==> src/rtl/hazard_unit_gen2_if.sv <==
// Signal bundle between the datapath (master) and hazard_unit_gen2 (slave):
// operand/producer tags and control-flow status in, forwarding selects and stage controls out.
interface hazard_unit_gen2_if #(
    parameter int unsigned AW      = 5,
    parameter int unsigned NUM_FWD = 2
);
    localparam int unsigned FW = $clog2(NUM_FWD + 1);

    logic [AW-1:0]         d_rs1;
    logic [AW-1:0]         d_rs2;
    logic                  d_rs1_used;
    logic                  d_rs2_used;
    logic [AW-1:0]         ex_rs1;
    logic [AW-1:0]         ex_rs2;
    logic                  ex_rs1_used;
    logic                  ex_rs2_used;
    logic [AW-1:0]         ex_rd;
    logic                  ex_we;
    logic                  ex_is_load;
    logic [NUM_FWD*AW-1:0] stg_rd;
    logic [NUM_FWD-1:0]    stg_we;
    logic [NUM_FWD-1:0]    stg_is_load;
    logic                  mc_busy;
    logic                  ex_branch;
    logic                  ex_branch_taken;
    logic                  ex_jump;

    logic [FW-1:0]         fwd_a;
    logic [FW-1:0]         fwd_b;
    logic                  pc_en;
    logic                  f_d_en;
    logic                  d_e_en;
    logic                  d_e_bubble;
    logic                  pc_src;
    logic                  f_d_flush;
    logic                  d_e_flush;
    logic                  wdog_timeout;

    modport master (
        output d_rs1, d_rs2, d_rs1_used, d_rs2_used,
        output ex_rs1, ex_rs2, ex_rs1_used, ex_rs2_used, ex_rd, ex_we, ex_is_load,
        output stg_rd, stg_we, stg_is_load, mc_busy,
        output ex_branch, ex_branch_taken, ex_jump,
        input  fwd_a, fwd_b, pc_en, f_d_en, d_e_en, d_e_bubble,
        input  pc_src, f_d_flush, d_e_flush, wdog_timeout
    );

    modport slave (
        input  d_rs1, d_rs2, d_rs1_used, d_rs2_used,
        input  ex_rs1, ex_rs2, ex_rs1_used, ex_rs2_used, ex_rd, ex_we, ex_is_load,
        input  stg_rd, stg_we, stg_is_load, mc_busy,
        input  ex_branch, ex_branch_taken, ex_jump,
        output fwd_a, fwd_b, pc_en, f_d_en, d_e_en, d_e_bubble,
        output pc_src, f_d_flush, d_e_flush, wdog_timeout
    );
endinterface

==> src/rtl/hazard_unit_gen2.sv <==
// Hazard unit for the deep pipeline: forwarding selects, load-use stalls, multi-cycle freeze
// with watchdog, and multi-stage redirect flush. Optional perf counters: HAZ_PERF_CNT_EN.
module hazard_unit_gen2 #(
    parameter int unsigned AW               = 5,
    parameter int unsigned NUM_FWD          = 2,
    parameter int unsigned LOAD_READY_STAGE = 1,
    parameter int unsigned FETCH_DEPTH      = 1,
    parameter int unsigned WDOG_MAX         = 255
) (
    input logic               clk,
    input logic               rst,
    hazard_unit_gen2_if.slave hz
`ifdef HAZ_PERF_CNT_EN
    ,
    output logic [31:0]       perf_ld_stall,
    output logic [31:0]       perf_freeze,
    output logic [31:0]       perf_redirect
`endif
);
    localparam int unsigned FW  = $clog2(NUM_FWD + 1);
    localparam int unsigned CW  = $clog2(FETCH_DEPTH + 1);
    localparam int unsigned WDW = $clog2(WDOG_MAX + 1);

    typedef enum logic [1:0] {RUN, FREEZE, FLUSH} state_t;

    state_t         state;
    state_t         state_nxt;
    logic [CW-1:0]  cnt;
    logic [CW-1:0]  cnt_nxt;
    logic [WDW-1:0] wdog;
    logic           wdog_to;
    logic           redirect_c;
    logic           flush_mode_c;
    logic           ld_haz_c;

    // Oldest-to-youngest scan so the youngest matching producer overwrites; a not-ready load blocks.
    function automatic logic [FW-1:0] fwd_sel(
        input logic [AW-1:0]         rs,
        input logic                  used,
        input logic [NUM_FWD*AW-1:0] rd,
        input logic [NUM_FWD-1:0]    we,
        input logic [NUM_FWD-1:0]    ld
    );
        logic [FW-1:0] sel;
        sel = '0;
        for (int k = int'(NUM_FWD) - 1; k >= 0; k--) begin
            if (used && rs != '0 && we[k] && rd[k*AW +: AW] == rs)
                sel = (ld[k] && k < int'(LOAD_READY_STAGE)) ? '0 : FW'(k + 1);
        end
        return sel;
    endfunction

    function automatic logic ld_use(
        input logic [AW-1:0]         rs,
        input logic                  used,
        input logic [AW-1:0]         e_rd,
        input logic                  e_we,
        input logic                  e_ld,
        input logic [NUM_FWD*AW-1:0] rd,
        input logic [NUM_FWD-1:0]    we,
        input logic [NUM_FWD-1:0]    ld
    );
        logic hit;
        hit = 1'b0;
        if (used && rs != '0) begin
            if (LOAD_READY_STAGE > 0 && e_we && e_ld && e_rd == rs)
                hit = 1'b1;
            // Producer k reaches stage k+1 by the time the consumer is in EX.
            for (int k = 0; k < int'(NUM_FWD); k++) begin
                if (k + 1 < int'(LOAD_READY_STAGE) && we[k] && ld[k] && rd[k*AW +: AW] == rs)
                    hit = 1'b1;
            end
        end
        return hit;
    endfunction

    assign redirect_c   = (hz.ex_branch & hz.ex_branch_taken) | hz.ex_jump;
    assign flush_mode_c = (state == FLUSH) || (state == FREEZE && cnt != '0);
    assign ld_haz_c     = ld_use(hz.d_rs1, hz.d_rs1_used, hz.ex_rd, hz.ex_we, hz.ex_is_load,
                                 hz.stg_rd, hz.stg_we, hz.stg_is_load)
                        | ld_use(hz.d_rs2, hz.d_rs2_used, hz.ex_rd, hz.ex_we, hz.ex_is_load,
                                 hz.stg_rd, hz.stg_we, hz.stg_is_load);

    always_ff @(posedge clk) begin
        if (!rst) begin
            state <= RUN;
            cnt   <= '0;
        end else begin
            state <= state_nxt;
            cnt   <= cnt_nxt;
        end
    end

    // Next state and stage controls; mc_busy > redirect > load-use, freeze exit applies same cycle.
    always_comb begin
        state_nxt     = state;
        cnt_nxt       = cnt;
        hz.fwd_a      = '0;
        hz.fwd_b      = '0;
        hz.pc_en      = 1'b1;
        hz.f_d_en     = 1'b1;
        hz.d_e_en     = 1'b1;
        hz.d_e_bubble = 1'b0;
        hz.pc_src     = 1'b0;
        hz.f_d_flush  = 1'b0;
        hz.d_e_flush  = 1'b0;
        if (rst) begin
            hz.fwd_a = fwd_sel(hz.ex_rs1, hz.ex_rs1_used, hz.stg_rd, hz.stg_we, hz.stg_is_load);
            hz.fwd_b = fwd_sel(hz.ex_rs2, hz.ex_rs2_used, hz.stg_rd, hz.stg_we, hz.stg_is_load);
            if (hz.mc_busy) begin
                hz.pc_en  = 1'b0;
                hz.f_d_en = 1'b0;
                hz.d_e_en = 1'b0;
                state_nxt = FREEZE;
            end else if (redirect_c) begin
                hz.pc_src    = 1'b1;
                hz.f_d_flush = 1'b1;
                hz.d_e_flush = 1'b1;
                cnt_nxt      = CW'(FETCH_DEPTH - 1);
                state_nxt    = (FETCH_DEPTH > 1) ? FLUSH : RUN;
            end else if (flush_mode_c) begin
                hz.f_d_flush = 1'b1;
                cnt_nxt      = cnt - CW'(1);
                state_nxt    = (cnt == CW'(1)) ? RUN : FLUSH;
            end else begin
                state_nxt = RUN;
                if (ld_haz_c) begin
                    hz.pc_en      = 1'b0;
                    hz.f_d_en     = 1'b0;
                    hz.d_e_en     = 1'b0;
                    hz.d_e_bubble = 1'b1;
                end
            end
        end
    end

    // Watchdog counts consecutive busy cycles; timeout is sticky until reset.
    always_ff @(posedge clk) begin
        if (!rst) begin
            wdog    <= '0;
            wdog_to <= 1'b0;
        end else if (hz.mc_busy) begin
            if (wdog != WDW'(WDOG_MAX))
                wdog <= wdog + WDW'(1);
            if (wdog >= WDW'(WDOG_MAX - 1))
                wdog_to <= 1'b1;
        end else begin
            wdog <= '0;
        end
    end

    assign hz.wdog_timeout = wdog_to;

`ifdef HAZ_PERF_CNT_EN
    // Saturating event counters; pc_src and d_e_bubble assert exactly on redirect / load-use stall.
    always_ff @(posedge clk) begin
        if (!rst) begin
            perf_ld_stall <= '0;
            perf_freeze   <= '0;
            perf_redirect <= '0;
        end else begin
            if (hz.d_e_bubble && perf_ld_stall != '1)
                perf_ld_stall <= perf_ld_stall + 32'd1;
            if (hz.mc_busy && perf_freeze != '1)
                perf_freeze <= perf_freeze + 32'd1;
            if (hz.pc_src && perf_redirect != '1)
                perf_redirect <= perf_redirect + 32'd1;
        end
    end
`endif
endmodule

==> src/flat_wrapper.sv <==
// flat-port wrapper written by rule: the top's interface ports become plain ports
module hazard_unit_gen2_flat 
#(
    parameter int unsigned AW               = 5,
    parameter int unsigned NUM_FWD          = 2,
    parameter int unsigned LOAD_READY_STAGE = 1,
    parameter int unsigned FETCH_DEPTH      = 1,
    parameter int unsigned WDOG_MAX         = 255
)
  (clk, rst, hz_d_rs1, hz_d_rs2, hz_d_rs1_used, hz_d_rs2_used, hz_ex_rs1, hz_ex_rs2, hz_ex_rs1_used, hz_ex_rs2_used, hz_ex_rd, hz_ex_we, hz_ex_is_load, hz_stg_rd, hz_stg_we, hz_stg_is_load, hz_mc_busy, hz_ex_branch, hz_ex_branch_taken, hz_ex_jump, hz_fwd_a, hz_fwd_b, hz_pc_en, hz_f_d_en, hz_d_e_en, hz_d_e_bubble, hz_pc_src, hz_f_d_flush, hz_d_e_flush, hz_wdog_timeout);
  hazard_unit_gen2_if #(.AW(AW), .NUM_FWD(NUM_FWD)) hz_i ();
  input logic clk;
  input logic rst;
  input wire logic [$bits(hz_i.d_rs1)-1:0] hz_d_rs1;
  input wire logic [$bits(hz_i.d_rs2)-1:0] hz_d_rs2;
  input wire logic [$bits(hz_i.d_rs1_used)-1:0] hz_d_rs1_used;
  input wire logic [$bits(hz_i.d_rs2_used)-1:0] hz_d_rs2_used;
  input wire logic [$bits(hz_i.ex_rs1)-1:0] hz_ex_rs1;
  input wire logic [$bits(hz_i.ex_rs2)-1:0] hz_ex_rs2;
  input wire logic [$bits(hz_i.ex_rs1_used)-1:0] hz_ex_rs1_used;
  input wire logic [$bits(hz_i.ex_rs2_used)-1:0] hz_ex_rs2_used;
  input wire logic [$bits(hz_i.ex_rd)-1:0] hz_ex_rd;
  input wire logic [$bits(hz_i.ex_we)-1:0] hz_ex_we;
  input wire logic [$bits(hz_i.ex_is_load)-1:0] hz_ex_is_load;
  input wire logic [$bits(hz_i.stg_rd)-1:0] hz_stg_rd;
  input wire logic [$bits(hz_i.stg_we)-1:0] hz_stg_we;
  input wire logic [$bits(hz_i.stg_is_load)-1:0] hz_stg_is_load;
  input wire logic [$bits(hz_i.mc_busy)-1:0] hz_mc_busy;
  input wire logic [$bits(hz_i.ex_branch)-1:0] hz_ex_branch;
  input wire logic [$bits(hz_i.ex_branch_taken)-1:0] hz_ex_branch_taken;
  input wire logic [$bits(hz_i.ex_jump)-1:0] hz_ex_jump;
  output wire logic [$bits(hz_i.fwd_a)-1:0] hz_fwd_a;
  output wire logic [$bits(hz_i.fwd_b)-1:0] hz_fwd_b;
  output wire logic [$bits(hz_i.pc_en)-1:0] hz_pc_en;
  output wire logic [$bits(hz_i.f_d_en)-1:0] hz_f_d_en;
  output wire logic [$bits(hz_i.d_e_en)-1:0] hz_d_e_en;
  output wire logic [$bits(hz_i.d_e_bubble)-1:0] hz_d_e_bubble;
  output wire logic [$bits(hz_i.pc_src)-1:0] hz_pc_src;
  output wire logic [$bits(hz_i.f_d_flush)-1:0] hz_f_d_flush;
  output wire logic [$bits(hz_i.d_e_flush)-1:0] hz_d_e_flush;
  output wire logic [$bits(hz_i.wdog_timeout)-1:0] hz_wdog_timeout;
  assign hz_i.d_rs1 = hz_d_rs1;
  assign hz_i.d_rs2 = hz_d_rs2;
  assign hz_i.d_rs1_used = hz_d_rs1_used;
  assign hz_i.d_rs2_used = hz_d_rs2_used;
  assign hz_i.ex_rs1 = hz_ex_rs1;
  assign hz_i.ex_rs2 = hz_ex_rs2;
  assign hz_i.ex_rs1_used = hz_ex_rs1_used;
  assign hz_i.ex_rs2_used = hz_ex_rs2_used;
  assign hz_i.ex_rd = hz_ex_rd;
  assign hz_i.ex_we = hz_ex_we;
  assign hz_i.ex_is_load = hz_ex_is_load;
  assign hz_i.stg_rd = hz_stg_rd;
  assign hz_i.stg_we = hz_stg_we;
  assign hz_i.stg_is_load = hz_stg_is_load;
  assign hz_i.mc_busy = hz_mc_busy;
  assign hz_i.ex_branch = hz_ex_branch;
  assign hz_i.ex_branch_taken = hz_ex_branch_taken;
  assign hz_i.ex_jump = hz_ex_jump;
  assign hz_fwd_a = hz_i.fwd_a;
  assign hz_fwd_b = hz_i.fwd_b;
  assign hz_pc_en = hz_i.pc_en;
  assign hz_f_d_en = hz_i.f_d_en;
  assign hz_d_e_en = hz_i.d_e_en;
  assign hz_d_e_bubble = hz_i.d_e_bubble;
  assign hz_pc_src = hz_i.pc_src;
  assign hz_f_d_flush = hz_i.f_d_flush;
  assign hz_d_e_flush = hz_i.d_e_flush;
  assign hz_wdog_timeout = hz_i.wdog_timeout;
  hazard_unit_gen2 #(.AW(AW), .NUM_FWD(NUM_FWD), .LOAD_READY_STAGE(LOAD_READY_STAGE), .FETCH_DEPTH(FETCH_DEPTH), .WDOG_MAX(WDOG_MAX)) u_core (.clk(clk), .rst(rst), .hz(hz_i));
endmodule
==> config.mk <==
export PLATFORM = sky130hd
export DESIGN_NAME = hazard_unit_gen2_flat
export DESIGN_NICKNAME = d
export VERILOG_FILES = /design/src/rtl/hazard_unit_gen2_if.sv /design/src/rtl/hazard_unit_gen2.sv /design/src/flat_wrapper.sv
export SDC_FILE = /design/constraint.sdc
export NUM_CORES = 1
export LEC_CHECK = 0
export CORE_ASPECT_RATIO = 1.1
export CORE_MARGIN = 2
export CORE_UTILIZATION = 40
export DETAILED_ROUTE_END_ITERATION = 16
export GPL_TIMING_DRIVEN = 0
export PLACE_DENSITY_LB_ADDON = 0.1
export SLEW_MARGIN = 25
export SYNTH_ARGS = -nofsm -noshare
export SYNTH_HDL_FRONTEND = slang
export SYNTH_SLANG_ARGS = --single-unit
==> constraint.sdc <==
create_clock -name clk -period 3.2 [get_ports clk]
set_clock_uncertainty 0.2 [all_clocks]
set_input_delay 0.32 -clock clk [delete_from_list [all_inputs] [get_ports clk]]
set_output_delay 0.32 -clock clk [all_outputs]
set_load 0.03 [all_outputs]
# Yosys cells after proc, flatten, opt, wreduce, memory -nomap -nowiden
# Index checks and enable logic that the tools add are counted.
[totals]
register_bits = 12
inputBits = 51
output_inout_bits = 12
[classes]
add_sub_neg = 2
n_lt_le_gt_ge = 1
eq_ne = 9
n_mux = 34
n_bitwise = 6
n_reduce_logical = 26
[op_table]
columns = ["cell", "n"]
rows = [
  ["5-bit == test", 6],
  ["1-bit two-way mux", 27],
  ["5-bit nonzero test", 4],
  ["1-bit logical AND", 16],
  ["2-bit two-way mux", 7],
  ["8-bit by 1-bit adder with 8-bit output (second input constant)", 1],
  ["8-bit greater-or-equal comparator (second input constant)", 1],
  ["8-bit inequality test (second input constant)", 1],
  ["2-bit AND reduction", 3],
  ["4-bit OR reduction", 1],
  ["1-bit inverter", 3],
  ["2-bit by 1-bit == test with 1-bit output (second input constant)", 1],
  ["2-bit == test (second input constant)", 1],
  ["1-bit bitwise OR", 2],
  ["2-bit nonzero test", 1],
  ["1-bit bitwise AND", 1],
  ["1-bit logical OR", 1],
  ["1-bit subtractor (second input constant)", 1],
]

# Depth between registers and ports, before layout
[logic_depth]
depth_word = 10
mapped_depth = 5
depth_no_buf = 5

# Least setup slack after synthesis
# OpenSTA, ideal clock, no wires.
[synth_timing]
path_type = "input to output"
start = "input hz_d_rs2[1]"
end = "output hz_f_d_en"
t_arrival_ps = 2224
required_time_ps = 2680
setup_slack_ps = 456
cell_stages = 5
n_path_buf = 1
cell_sequence = "or4_1 a21oi_1 nor4_1 o31ai_1 buf_4"
[synth_via]
elab_chain_len = 10
[synth_lines]
columns = ["element", "line_no", "source"]
rows = [
  ["from (decl)", "flat_wrapper.sv:15", "input wire logic [$bits(hz_i.d_rs2)-1:0] hz_d_rs2;"],
  ["5-bit == test", "hazard_unit_gen2.sv:66", "if (LOAD_READY_STAGE > 0 && e_we && e_ld && e_rd == rs)"],
  ["1-bit logical AND", "hazard_unit_gen2.sv:66", ""],
  ["1-bit two-way mux", "hazard_unit_gen2.sv:66", ""],
  ["1-bit two-way mux (*)", "hazard_unit_gen2.sv:65", "if (used && rs != '0) begin"],
  ["1-bit bitwise OR (*)", "hazard_unit_gen2.sv:81", "| ld_use(hz.d_rs2, hz.d_rs2_used, hz.ex_rd, hz.ex_we, hz.ex_is_load,"],
  ["1-bit two-way mux (*) (5 in a row)", "-", ""],
  ["to (decl)", "flat_wrapper.sv:35", "output wire logic [$bits(hz_i.f_d_en)-1:0] hz_f_d_en;"],
]
# Every way passes the cells marked *; elsewhere a longest branch is shown, timed or not.

# Final worst setup path
[layout_timing]
start = "input hz_ex_rs2[0]"
end = "output hz_fwd_b[1]"
[layout_via]
elab_chain_len = 7
[layout_lines]
columns = ["element", "line_no", "source"]
rows = [
  ["from (decl)", "flat_wrapper.sv:19", "input wire logic [$bits(hz_i.ex_rs2)-1:0] hz_ex_rs2;"],
  ["5-bit nonzero test", "hazard_unit_gen2.sv:47", "if (used && rs != '0 && we[k] && rd[k*AW +: AW] == rs)"],
  ["1-bit logical AND (3 in a row)", "hazard_unit_gen2.sv:47", ""],
  ["2-bit two-way mux", "hazard_unit_gen2.sv:47", ""],
  ["2-bit two-way mux (*)", "hazard_unit_gen2.sv:47", ""],
  ["2-bit two-way mux (*)", "hazard_unit_gen2.sv:107", "if (rst) begin"],
  ["to (decl)", "flat_wrapper.sv:33", "output wire logic [$bits(hz_i.fwd_b)-1:0] hz_fwd_b;"],
]
# Marked as above.

==> impl_results.md <==
- Pin count of the biggest net entering global routing: 10
- Multiplexer area fraction after synthesis: 0%
- Vias: 1144
- Clock root buffer master: clkbuf_4
- Post-Place Cell Area: 1680 µm²
- Die Area: 3020 µm²
- Core area: 2470 µm²
- Flops & latches, synth: 12
- Diodes inserted: 0
- Die width: 52.6 µm
- Vias in the first global route: 1049
- Top cell type's share of synthesized area: 23.2%
- # rows: 19
- Fmax: 322 MHz
- Hold Path Class: primary input to register
- GRT Residual Overflow: 0
- Final ANT Viol Nets: 0
- Multi-input gate area: 752 µm²
- # Post-CTS Setup Buffers: 0
- Initial core utilization: 42.0%
- Residual DRC: 0
- Post-DP HPWL: 2440 µm
- Iteration-0 DRC Markers: 18
- Largest area contributor in the netlist: dfxtp_1
- Main combinational cell family by area after synthesis: simple AND/OR/NAND/NOR gates
- Power share of the combinational group: 34.9%
- Warnings from Yosys: 0
- Int Power: 310 µW
- Sequential element share of the synthesized area: 23.2%
- GRT Resource Usage Total: 18.3%
- Via density: 5.11
- Critical path startpoint category: primary input
- Cells after Synth: 129
- Top Ports: 63
- WP data arrival: 2.59 ns
- Wirelength per Cell: 12.5 µm
- Fin. Hold Viols: 0
- First-pass detailed-route iteration total: 4
- CTS Buffer Depth: 2
- Clk sinks: 12
- Syn_nets: 182
- Rel. slew slack: 74.7%
- Net switching power: 109 µW
- Min Tclk post-route: 3.11 ns
- Final wirelength: 2790 µm
- Setup CP Type: primary input to output pin
- Crit path required time: 2.68 ns
- Power density over the cells: 244 nW/µm²
- PortBufs: 60
- MaxCap Viol Count: 0
- Fin crit share: 97.1%
- H-tree lvl count: 1
- Fraction of layout cells with a size suffix above 1: 5.18%
- VDD IR max: 272 µV
- Final setup fails: 0
- FILL cells: 219
- Total CTS buffers: 3
- Seq. cell area: 240 µm²
- Max-slew violation count: 0
- CP Capture Type: output pin
- Seq pwr share: 36.7%
- Worst slew pin tran: 0.375 ns
- Synth Area in Compound Gates: 12.2%
- First-pass GRT wire length: 4310 µm
- Post-synth cell types: 34
- CP Max Fanout: 3
- # hold bufs at CTS: 0
- Clock share of power: 28.4%
- Reg clk slew, reported paths: 0.07 ns
- Antenna violations before repair: 0
- Clk_lat worst skew: 0.27 ns
- Pleak: 0.642 nW
- Unrepaired setup endpoints after global routing: false
- Area delta synth->final: 65.4%
- Adder-Cell Fraction of Synth Area: 2.41%
- CTS tree: yes
- Outcome: finished clean
- Main area contributors after synthesis: dfxtp_1, xnor2_1, xor2_1, or4_1, nor2_1
- RD Place Congestion: 0.853
- Sw Share: 26.1%
- DIE HEIGHT: 57.4 µm
- Simple-Gate Fraction of Synth Area: 31.7%
- Post-Synth XOR/XNOR Area: 26.2%
- Hold Worst Slack: 0.224 ns
- Synth Cell Area: 1040 µm²
- Post-layout instance area: 1720 µm²
- Mean Syn Cell Area: 8.04 µm²
- Layout Nets: 247
[worst paths after layout]
kind / start / to / slack (ns) / cells past startpoint
worst min-delay path: rst / u_core.hz.wdog_timeout / 0.22 / 2
worst max-delay path: hz_ex_rs2[0] / hz_fwd_b[1] / 0.09 / 6
worst min register to register: u_core.cnt / u_core.state[1] / 0.28 / 1
worst max register to register: u_core.wdog[0] / u_core.wdog[7] / 1.52 / 3
[sequential cells by signal (all words and copies together) (netlist names)]
signal	count
u_core.wdog	8
u_core.hz.wdog_timeout	1
u_core.cnt	1
u_core.state	2
[power by group through the flow]
stage,Sequential [mW],Clock (mW),Combinational (mW)
floorplan,0.157,0,0.0597
global placement,0.157,0,0.144
detailed placement,0.157,0,0.147
CTS,0.154,0.121,0.147
global route,0.154,0.125,0.157
finish,0.154,0.119,0.146
[per-layer routing]
layer	GRT usage, %	part of all wire (%)	vias to the layer above
li1	-	-	591
met1	21.6	42	515
met2	33.4	51	34
met3	2.62	6.2	4
met4	5.49	1.1	0
met5	0	0	-
[layout by cell type (no fill, tap or decap), drive strengths merged, types with 6 or more instances in the layout]
| cell type | instances |
|---|---|
| clkdlybuf4s50 | 56 |
| xnor2 | 21 |
| dfxtp | 12 |
| xor2 | 10 |
| nor2 | 9 |
| nand2 | 8 |
| nor3 | 6 |
| nand3 | 6 |
[stage by stage]
| stage | total power, mW | util, % | setup slack, ns | TNS [ns] | cells |
|---|---|---|---|---|---|
| floorplan | 0.216 | - | 0.456 | 0 | 129 |
| global placement | 0.301 | 67.8 | 0.0156 | 0 | 220 |
| detailed placement | 0.305 | 67.8 | -0.0108 | -0.0163 | 220 |
| CTS | 0.422 | 69.2 | 0.0676 | 0 | 224 |
| global route | 0.436 | 69.4 | 0.0149 | 0 | 224 |
| finish | 0.419 | 69.4 | 0.0913 | 0 | 224 |
[synthesized netlist by cell type]
master and instances:
nand3_1 5, o211a_1 1, nor2_1 9, nor4_1 5, o21ai_0 5, clkbuf_1 1
a211oi_1 1, xnor2_1 21, and2_1 2, or4b_1 1, nand3b_1 1, and3b_1 2
or4_1 5, ha_1 2, dfxtp_1 12, nor3_1 6, inv_1 2, nand4_1 5
nand2b_1 2, and2_0 1, a21boi_0 1, nand2_1 8, buf_6 1, nor3b_1 1
o21ba_2 1, nand3_4 1, and3_1 3, xor2_1 10, a31oi_1 3, buf_4 3
o31ai_1 1, a21oi_1 5, o21a_1 1, a21o_1 1
[critical path: stages]
cell and delay (ns):
clkdlybuf4s50_1 0.46, or4_1 0.56, o21ai_0 0.26, nor3_1 0.11
nor3_1 0.18, clkdlybuf4s50_1 0.70
[cell families (layout without fill, tap and decap cells)]
family,count (synthesis),after routing
adders and majority gates,2,2
buffers and inverters,7,71
DFF,12,12
xor gates and xnor gates,31,31
and+or+nand+nor,57,57
AOI/OAI and AO/OA,20,20
[repair_timing]
| item | in CTS | in global routing |
|---|---|---|
| gates resized for setup | 2 | 2 |
| setup endpoints to repair | 2 | 2 |
| pin swaps | 0 | 0 |
| gates cloned | 0 | 0 |
[area by class of cell]
type,instances,share of cell area [%]
Multi-Input combinational cell,110,43.8
Timing Repair Buffer,60,35.2
Buffer,5,2.19
Tap cell,31,2.26
Inverter,2,0.438
Sequential cell,12,14.0
Clock buffer,4,2.12
Note: power is estimated with default switching activity, not from simulation.
